[config.mk]
export PLATFORM = sky130hd
export DESIGN_NAME = palette_fade_ctrl
export DESIGN_NICKNAME = d
export VERILOG_FILES = /design/src/rtl/palette_fade_ctrl.sv
export SDC_FILE = /design/constraint.sdc
export NUM_CORES = 1
export LEC_CHECK = 0
export BUFFER_PORTS_ARGS = -buffer_cell sky130_fd_sc_hd__buf_4
export CELL_PAD_IN_SITES_DETAIL_PLACEMENT = 0
export CELL_PAD_IN_SITES_GLOBAL_PLACEMENT = 2
export CORE_AREA = 2 2 97 137
export CTS_CLUSTER_SIZE = 20
export DETAILED_ROUTE_END_ITERATION = 6
export DIE_AREA = 0 0 99 139
export GPL_ROUTABILITY_DRIVEN = 0
export GPL_TIMING_DRIVEN = 0
export PLACE_DENSITY_LB_ADDON = 0.1
export SYNTH_ARGS = -nofsm -noshare
export SYNTH_HDL_FRONTEND = slang
export SYNTH_SLANG_ARGS = --single-unit
[constraint.sdc]
create_clock -name Clk -period 5.57 [get_ports Clk]
set_input_delay 1.114 -clock Clk [delete_from_list [all_inputs] [get_ports Clk]]
set_output_delay 1.114 -clock Clk [all_outputs]
set_load 0.005 [all_outputs]
[src/rtl/palette_fade_ctrl.sv]
// 16-entry RGB palette lookup with frame-paced brightness fade (levels 0..8).
// Optional palette write port enabled by defining PALETTE_WR_EN.
module palette_fade_ctrl #(
  parameter int unsigned FADE_FRAMES = 4
) (
  input  logic        Clk,
  input  logic        Reset,
  input  logic        frame_start,
  input  logic        fade_start,
  input  logic        fade_dir,
  input  logic [3:0]  colorIdx,
`ifdef PALETTE_WR_EN
  input  logic        pal_we,
  input  logic [3:0]  pal_addr,
  input  logic [23:0] pal_wdata,
`endif
  output logic        fade_busy,
  output logic        fade_done,
  output logic [7:0]  VGA_R,
  output logic [7:0]  VGA_G,
  output logic [7:0]  VGA_B
);

  typedef enum logic [1:0] {
    S_IDLE = 2'd0,
    S_WAIT = 2'd1,
    S_STEP = 2'd2,
    S_DONE = 2'd3
  } state_t;

  localparam logic [3:0] LEVEL_FULL = 4'd8;
  localparam logic [3:0] LEVEL_ZERO = 4'd0;
  localparam logic [7:0] LAST_FRAME = 8'(FADE_FRAMES - 1);

  state_t      state_r;
  logic [3:0]  level_r;
  logic [3:0]  level_next_s;
  logic [7:0]  frame_cnt_r;
  logic        dir_r;
  logic [23:0] entry_s;

  function automatic logic [23:0] default_entry(input logic [3:0] idx);
    logic [23:0] e;
    case (idx)
      4'h0:    e = 24'h282246;
      4'h1:    e = 24'h213822;
      4'h2:    e = 24'h3E6B41;
      4'h3:    e = 24'h80BB84;
      4'h4:    e = 24'hD624C1;
      4'h5:    e = 24'h252525;
      4'h6:    e = 24'h000000;
      4'h7:    e = 24'h9A9A9A;
      4'h8:    e = 24'hFF9F33;
      4'h9:    e = 24'hFFFFFF;
      4'hA:    e = 24'h525468;
      4'hB:    e = 24'h8780A8;
      default: e = 24'h282246;
    endcase
    return e;
  endfunction

  // Product is at most 255*8 so 12 bits never overflow; >>3 truncates.
  function automatic logic [7:0] scale_chan(input logic [7:0] chan, input logic [3:0] lvl);
    logic [11:0] prod;
    prod = {4'd0, chan} * {8'd0, lvl};
    return 8'(prod >> 3);
  endfunction

  function automatic logic [3:0] target_level(input logic dir);
    return dir ? LEVEL_FULL : LEVEL_ZERO;
  endfunction

  function automatic logic [3:0] step_level(input logic [3:0] lvl, input logic up);
    logic [3:0] nxt;
    if (up) begin
      nxt = (lvl >= LEVEL_FULL) ? LEVEL_FULL : lvl + 4'd1;
    end else begin
      nxt = (lvl == LEVEL_ZERO) ? LEVEL_ZERO : lvl - 4'd1;
    end
    return nxt;
  endfunction

`ifdef PALETTE_WR_EN
  logic [23:0] pal_r [16];

  // Palette storage: reset reloads the default colours, writes accepted in any state.
  always_ff @(posedge Clk or posedge Reset) begin
    if (Reset) begin
      for (int i = 0; i < 16; i++) begin
        pal_r[i] <= default_entry(4'(i));
      end
    end else if (pal_we) begin
      pal_r[pal_addr] <= pal_wdata;
    end
  end

  // Read sees the pre-write contents, so a same-cycle write shows up one cycle later.
  always_comb begin
    entry_s = pal_r[colorIdx];
  end
`else
  // Constant palette lookup.
  always_comb begin
    entry_s = default_entry(colorIdx);
  end
`endif

  // Saturating next brightness for a STEP cycle.
  always_comb begin
    level_next_s = step_level(level_r, dir_r);
  end

  // Registered pixel output scaled by the current brightness level.
  always_ff @(posedge Clk or posedge Reset) begin
    if (Reset) begin
      VGA_R <= 8'd0;
      VGA_G <= 8'd0;
      VGA_B <= 8'd0;
    end else begin
      VGA_R <= scale_chan(entry_s[23:16], level_r);
      VGA_G <= scale_chan(entry_s[15:8],  level_r);
      VGA_B <= scale_chan(entry_s[7:0],   level_r);
    end
  end

  // Fade sequencer; busy/done are registered alongside the state they describe.
  always_ff @(posedge Clk or posedge Reset) begin
    if (Reset) begin
      state_r     <= S_IDLE;
      level_r     <= LEVEL_FULL;
      frame_cnt_r <= 8'd0;
      dir_r       <= 1'b0;
      fade_busy   <= 1'b0;
      fade_done   <= 1'b0;
    end else begin
      case (state_r)
        S_IDLE: begin
          fade_busy <= 1'b0;
          fade_done <= 1'b0;
          if (fade_start) begin
            dir_r       <= fade_dir;
            frame_cnt_r <= 8'd0;
            if (level_r == target_level(fade_dir)) begin
              state_r   <= S_DONE;
              fade_done <= 1'b1;
            end else begin
              state_r   <= S_WAIT;
              fade_busy <= 1'b1;
            end
          end
        end
        S_WAIT: begin
          fade_busy <= 1'b1;
          fade_done <= 1'b0;
          if (frame_start) begin
            if (frame_cnt_r == LAST_FRAME) begin
              frame_cnt_r <= 8'd0;
              state_r     <= S_STEP;
            end else begin
              frame_cnt_r <= frame_cnt_r + 8'd1;
            end
          end
        end
        S_STEP: begin
          level_r <= level_next_s;
          if (level_next_s == target_level(dir_r)) begin
            state_r   <= S_DONE;
            fade_busy <= 1'b0;
            fade_done <= 1'b1;
          end else begin
            state_r   <= S_WAIT;
            fade_busy <= 1'b1;
            fade_done <= 1'b0;
          end
        end
        S_DONE: begin
          state_r   <= S_IDLE;
          fade_busy <= 1'b0;
          fade_done <= 1'b0;
        end
        default: begin
          state_r   <= S_IDLE;
          fade_busy <= 1'b0;
          fade_done <= 1'b0;
        end
      endcase
    end
  end

endmodule

==> metrics, run 1 <==
die width 99 um; minimum clock period around 5.0 ns; critical path peak fanout 10; Sink Count 41; Reg-to-Reg Start level_r[3]$_DFFE_PP1P_; sequential area share after synthesis 0.220; Slowest Stage Delay on Critical Path 0.50 ns; Netlist Area Pre-Place 4680 um^2; CTS max path bufs 2; Ports 35; CP Buf/Inv Count 4; CTS root buffer clkbuf_16; sequential cell area 1030 um^2; Arrival @ worst endpoint 5.15 ns; worst reg2reg setup slack a little under 0.9 ns; maximum vdd ir drop 0.212 mV; Required @ worst endpoint between 5 and 6 ns; 1st-iter DRT viols 137; warnings from Yosys 0; Hold Violations, Final 0; Synth Flop Type dfrtp_1; Slew Limit Headroom 0.542; library cells used by synthesis 64; Final Cycle Share 0.895; Max Clk Rate 201 MHz; CP top delay family adder cells; Crit Path Class in2reg; layout cell share with drive strength beyond 1 0.115; multi-input logic area 3320 um^2; endpoint class of the critical path flip-flop; hold path depth 2; Final Skew around 0.0078 ns; Die Span Y 139 um; initial core utilization 0.372; # setup viols final 0; Max Cap Viol 0; DR vias/cell 5.21; Seq cells post-synth 41; final wirelength roughly 12000 um; worst path cell trace buf_4, buf_2, inv_1, ha_1, nand2b_1, o22ai_1, a21boi_1, and2_1, fa_1, fa_1, ha_1, clkbuf_1, o21ai_0, a21oi_1, o41ai_1, xnor2_1; routed via count 3885; Worst-Margin Slew between 0.6 and 0.7 ns; setup TNS 0 ns; initial antenna violation count 0; PwrDens 439 nW/um^2; RR Endpoint VGA_B[7]$_DFF_PP0_; Layout Utilization 0.423; CP startpoint kind primary input; Hold Crit Class reg2reg; ys async rst share 1.00; Avg Cell Area, Syn between 8 and 9 um^2; vias in the first global route between 4000 and 5000; post_cts resized 0; global-route wire length before repair 20800 um; Worst-Skew Late Latency 0.29 ns; H-tree levels 2; full die area 13800 um^2; worst min-delay path endpoint frame_cnt_r[7]$_DFFE_PP0P_; Detailed Place HPWL just under 10000 um; antenna fix cells 0; pin count of the biggest net entering global routing 25; antenna viol nets, final 0; Reg2Reg Depth 13; status complete, no violations; P&R area growth vs syn 13.8%; Max Transition Viols Final 0; CTS Hold Bufs 0; number of post-CTS setup repair buffers 0; CTS Buf Count 5; global-route congestion overflow total 0; number of synthesized flops with an enable pin 0; CTS tree yes; setup repair after global routing missed its margin false; floorplan core area 12600 um^2; CP max stage cell fa_1; fill cell count 1300; nets@finish just under 700; leak pwr 0.00254 uW; Syn Nets 640; DRC 0; row count between 40 and 50; clock-pin slew on the worst setup and hold paths 0.07 ns; DRT Pass-1 Iters 4; PortBufs 34; Gate Count Post-Synth 549; WL/cell approximately 16 um; GRT Total Usage 0.188; Hold Startpoint frame_cnt_r[7]$_DFFE_PP0P_
==> synth_stat cells, types with 3 or more instances <==
library cell / count / area (um^2)
nand2b_1: 10 / 62.6
fa_1: 36 / 721
and2_1: 28 / 175
clkbuf_1: 12 / 45.0
nand2_1: 28 / 105
a21oi_1: 34 / 170
xor2_1: 12 / 105
xnor2_1: 21 / 184
nor2b_1: 9 / 56.3
o22ai_1: 8 / 50.1
o31ai_1: 3 / 22.5
o41ai_1: 3 / 26.3
buf_2: 7 / 35.0
or2b_1: 3 / 22.5
o21ai_0: 30 / 150
dfrtp_1: 40 / 1000
or2_2: 3 / 18.8
a211oi_1: 4 / 30.0
nor3_1: 19 / 95.1
inv_1: 59 / 221
or3_1: 3 / 18.8
o21bai_1: 3 / 22.5
nand3_1: 13 / 65.1
nor2_1: 63 / 236
ha_1: 46 / 576
nand4_1: 5 / 31.3
mux2i_1: 4 / 40.0
==> worst register-to-register path: stages, from the launching register on <==
cell      delay, ns
dfstp_2        0.54
buf_2          0.22
clkbuf_1       0.47
clkbuf_1       0.49
o21ai_0        0.24
fa_1           0.58
inv_1          0.06
fa_1           0.52
fa_1           0.47
a21o_1         0.19
a211oi_1       0.24
nor2_1         0.10
o41ai_1        0.34
xnor2_1        0.13
==> state kept, by name, summed over array words and instances, names as in the netlist <==
signal	cells
VGA_B	8
VGA_G	8
VGA_R	8
dir_r	1
fade_busy	1
fade_done	1
frame_cnt_r	8
level_r	4
state_r	2
==> report_power, final <==
group / leakage [uW] / internal, uW / total (uW) / switching [uW]
Clock: 0.0000831 / 224 / 360 / 136
Sequential: 0.000500 / 426 / 484 / 58.4
Combinational: 0.00195 / 652 / 1490 / 839
==> metal layers <==
layer  global-route usage  share of wire  vias up
li1                     -              -     1918
met1                0.230           0.42     1909
met2                0.349           0.54       47
met3               0.0186          0.021       11
met4               0.0483          0.017        0
met5                    0              0        -
==> layout make-up <==
| cell class | count | share of cell area |
|---|---|---|
| multi-input combinational | 425 | 0.623 |
| sequential | 41 | 0.193 |
| timing repair buffer | 35 | 0.0517 |
| inverter | 61 | 0.0430 |
| tap | 153 | 0.0360 |
| clock buffer | 6 | 0.0261 |
| buffer | 22 | 0.0195 |
| clock inverter | 2 | 0.00706 |
==> cells by family (layout without fill, tap and decap cells) <==
family,Yosys count,in the layout,share of synthesized area
xor gates and xnor gates,33,33,0.0618
AOI/OAI and AO/OA,111,111,0.152
buffers and inverters,83,126,0.0712
adders and majority gates,82,82,0.277
and+or+nand+nor,194,194,0.207
muxes,5,5,0.0110
DFF,41,41,0.220
==> per-stage QoR <==
| stage | cells | worst slack [ns] | cell area, um^2 | hold WS [ns] | total power [uW] |
|---|---|---|---|---|---|
| detailed placement | 737 | 0.264 | 5140 | 0.554 | 2000 |
| global route | 745 | 0.152 | 5320 | 0.607 | 2600 |
| global placement | 736 | 0.222 | 5120 | 0.534 | 1980 |
| floorplan | 549 | 0.879 | 4680 | 0.506 | 1560 |
| finish | 745 | 0.586 | 5320 | 0.554 | 2340 |
| CTS | 745 | 0.558 | 5320 | 0.571 | 2380 |
==> how the worst max path moves through the flow <==
stage / start / depth (start not counted) / to
floorplan: colorIdx[1] / 15 / VGA_B[7]$_DFF_PP0_
global placement: colorIdx[1] / 16 / VGA_R[7]$_DFF_PP0_
detailed placement: colorIdx[1] / 16 / VGA_R[7]$_DFF_PP0_
CTS: colorIdx[1] / 16 / VGA_R[7]$_DFF_PP0_
global route: colorIdx[1] / 16 / VGA_R[7]$_DFF_PP0_
finish: colorIdx[1] / 16 / VGA_R[7]$_DFF_PP0_
==> placed cells by master, fill, tap and decap left out, types with 4 or more instances in the layout <==
cell type  instances
nor2_1            63
inv_1             58
ha_1              46
dfrtp_1           40
fa_1              36
buf_4             35
a21oi_1           34
o21ai_0           30
nand2_1           28
and2_1            28
xnor2_1           21
nor3_1            19
nand3_1           13
clkbuf_1          12
xor2_1            12
nand2b_1          10
nor2b_1            9
o22ai_1            8
buf_2              7
nand4_1            5
clkbuf_16          5
mux2i_1            4
a211oi_1           4
Note: power is estimated with default switching activity, not from simulation.
==> run 2: changes to the inputs <==
Settings changed: ABC_AREA from default to 1, CORE_AREA 2 2 97 137 to 2 2 99 139, DIE_AREA 0 0 99 139 to 0 0 101 141.
==> run 2 against run 1 <==
Effect of this change:
- clock-buffer cell count down 1
- combinational power up 20%
- die area up 3.5%
- first-iteration DRC count down 19%
- design area down 1.6%
- critical endpoint is now VGA_G[5]$_DFF_PP0_
==> metrics, run 2 <==
Hold Violations, Final 0 (unchanged); Layout Utilization 0.398 (was 0.423); initial antenna violation count 0 (unchanged); most frequent cells in the layout inv_1, nand2_1, nor2_1, ha_1, dfrtp_1 (was nor2_1, inv_1, ha_1, dfrtp_1, fa_1); fill cell count 1412 (was 1300); antenna fix cells 0 (unchanged); global-route congestion overflow total 0 (unchanged); Seq cells post-synth 41 (unchanged); Clk pwr share 0.149 (was 0.154); Worst-Skew Late Latency 0.30 ns (was 0.29 ns); Netlist Area Pre-Place 4570 um^2 (was 4680 um^2); DR vias/cell 4.75 (was 5.21); post_cts resized 0 (unchanged); top cells by count, synth inv_1, nand2_1, nor2_1 (was nor2_1, inv_1, ha_1); P&R area growth vs syn 14.5% (was 13.8%); Synth Flop Type dfrtp_1 (unchanged); minimum clock period 4.62 ns (was 4.98 ns); CTS Hold Bufs 0 (unchanged); Max Transition Viols Final 0 (unchanged); Avg Cell Area, Syn 7.43 um^2 (was 8.52 um^2); endpoint class of the critical path flip-flop (unchanged); Hold Crit Class reg2reg (unchanged); Max Clk Rate 216 MHz (was 201 MHz); critical path peak fanout 10 (unchanged); row count 50 (was 49); worst path cell trace buf_4, ha_1, nand2_1, nand2_1, o21ai_0, nor2_1, fa_1, inv_1, fa_1, inv_1, ha_1, nand2_1, o21ai_0, a21oi_1, nor2_1, nor2_1, xor2_1 (was buf_4, buf_2, inv_1, ha_1, nand2b_1, o22ai_1, a21boi_1, and2_1, fa_1, fa_1, ha_1, clkbuf_1, o21ai_0, a21oi_1, o41ai_1, xnor2_1); top cells by area, synth dfrtp_1, fa_1, ha_1 (unchanged); CTS Buf Count 5 (unchanged); Sw Share 0.480 (was 0.442); sequential area share after synthesis 0.225 (was 0.220); WL/cell 13.8 um (was 16.3 um); Gate power share 0.672 (was 0.638); Required @ worst endpoint 5.75 ns (was 5.74 ns); worst slack at placement 0.662 ns (was 0.264 ns); floorplan core area 13100 um^2 (was 12600 um^2); clock-pin slew on the worst setup and hold paths 0.07 ns (about the same); Final Cell Area 5240 um^2 (was 5320 um^2); CTS root buffer clkbuf_16 (unchanged); Gate Count Post-Synth 615 (was 549); Internal 1390 uW (was 1300 uW); full die area 14200 um^2 (was 13800 um^2); Worst-Margin Slew 0.674 ns (was 0.687 ns); Final Skew 0.0103 ns (was 0.00781 ns); setup repair after global routing missed its margin false (unchanged); maximum vdd ir drop 0.214 mV (was 0.212 mV); CTS tree yes (unchanged); setup TNS 0 ns (unchanged); sequential power share 0.179 (was 0.207); Detailed Place HPWL 9000 um (was 9610 um); Yosys top cell area share 0.219 (was 0.214); ys async rst share 1.00 (unchanged); Syn Nets 706 (was 640); NetSw 1280 uW (was 1030 uW); routed via count 3865 (was 3885); multi-input logic area 3030 um^2 (was 3320 um^2); number of post-CTS setup repair buffers 0 (unchanged); top-count cell post-synth inv_1 (was nor2_1); post-place instance area 5040 um^2 (was 5140 um^2); CP max stage cell fa_1 (unchanged); H-tree levels 2 (unchanged); Sink Count 41 (unchanged); Final Cycle Share 0.830 (was 0.895); Ports 35 (unchanged); status complete, no violations (unchanged); dominant cell type by area after synthesis dfrtp_1 (unchanged); leak pwr 0.00290 uW (was 0.00254 uW); Die Span Y 141 um (was 139 um); Slowest Stage Delay on Critical Path 0.53 ns (was 0.50 ns); DRT Pass-1 Iters 4 (unchanged); pin count of the biggest net entering global routing 27 (was 25); commonest non-fill, non-tap cell in the layout inv_1 (was nor2_1); sequential cell area 1030 um^2 (unchanged); nets@finish 748 (was 682); die width 101 um (was 99 um); Worst Setup Slack, final 0.947 ns (was 0.586 ns); DRC 0 (unchanged); # setup viols final 0 (unchanged); Slew Limit Headroom 0.551 (was 0.542); Max Cap Viol 0 (unchanged); PwrDens 509 nW/um^2 (was 439 nW/um^2); library cells used by synthesis 35 (was 64); initial core utilization 0.348 (was 0.372); CP startpoint kind primary input (unchanged); PortBufs 34 (unchanged); layout cell share with drive strength beyond 1 0.129 (was 0.115); CTS max path bufs 2 (unchanged); global-route wire length before repair 19000 um (was 20800 um); final wirelength 11200 um (was 12100 um); antenna viol nets, final 0 (unchanged); Arrival @ worst endpoint 4.81 ns (was 5.15 ns); 1st-iter DRT viols 111 (was 137); GRT Total Usage 0.170 (was 0.188); vias in the first global route 4012 (was 4096); number of synthesized flops with an enable pin 0 (unchanged); warnings from Yosys 0 (unchanged); Crit Path Class in2reg (unchanged); total power 2660 uW (was 2340 uW)
-- run 2: cell count changes after synthesis, moves of 5 or more --
cell      delta
nand2b_1    -10
nand3_1     +10
nand2_2     +12
xnor2_1     -15
o21ai_0      -6
nor2_1      +38
and2_1      -28
o22ai_1      -7
nand2_1     +80
nor2b_1      -9
inv_2        +5
inv_1       +54
nor3_1      -12
clkbuf_1     -7
-- run 2: per-stage QoR --
| stage | std cells | hold slack, ns |
|---|---|---|
| floorplan | 615 | 0.475 |
| global placement | 805 | 0.502 |
| detailed placement | 806 | 0.509 |
| CTS | 814 | 0.526 |
| global route | 814 | 0.538 |
| finish | 814 | 0.523 |
-- run 2: final timing paths --
kind,start,to,slack [ns],cells past startpoint
min in group asynchronous,Reset,VGA_G[2]$_DFF_PP0_,0.81,2
worst min-delay path,frame_cnt_r[1]$_DFFE_PP0P_,frame_cnt_r[1]$_DFFE_PP0P_,0.52,2
worst max register to register,level_r[2]$_DFFE_PP0P_,VGA_G[5]$_DFF_PP0_,1.41,16
worst max-delay path,colorIdx[1],VGA_G[5]$_DFF_PP0_,0.95,17
worst min register to register,frame_cnt_r[1]$_DFFE_PP0P_,frame_cnt_r[1]$_DFFE_PP0P_,0.52,2
max in group asynchronous,Reset,level_r[3]$_DFFE_PP1P_,4.21,3
-- run 2: per-layer routing --
layer | global-route usage | vias to the layer above | share of wire
met5 | 0 | - | 0
met1 | 0.198 | 1826 | 0.43
met3 | 0.0183 | 12 | 0.018
met2 | 0.320 | 48 | 0.53
li1 | - | 1979 | -
met4 | 0.0519 | 0 | 0.020
-- run 2: power by group through the flow --
stage	clock (uW)	sequential, uW	combinational [uW]
2_1_floorplan	0	489	1310
3_3_place_gp	0	481	1810
3_5_place_dp	0	482	1810
4_1_cts	413	478	1830
5_1_grt	424	491	2100
6_report	397	477	1790
-- run 2: cell type report --
cell class / instances / area share
Timing Repair Buffer: 35 / 0.0526
Clock buffer: 5 / 0.0239
Clock inverter: 3 / 0.0131
Multi-Input combinational cell: 443 / 0.579
Sequential cell: 41 / 0.196
Buffer: 12 / 0.0127
Inverter: 119 / 0.0853
Tap cell: 156 / 0.0373
-- run 2: kinds of logic after synthesis --
kind of cell,share of synthesized area
adder cells (fa/ha/maj),0.284
buffers and inverters,0.112
flip-flops,0.225
AO/OA/AOI/OAI,0.0917
XOR/XNOR,0.0422
AND/OR/NAND/NOR,0.246
-- run 2: critical path, delay by kind of cell --
family / cells / cell delay [ns]
adders and majority gates: 4 / 1.59
AOI/OAI and AO/OA: 3 / 1.10
and+or+nand+nor: 6 / 0.63
buffers and inverters: 3 / 0.25
xor gates and xnor gates: 1 / 0.14
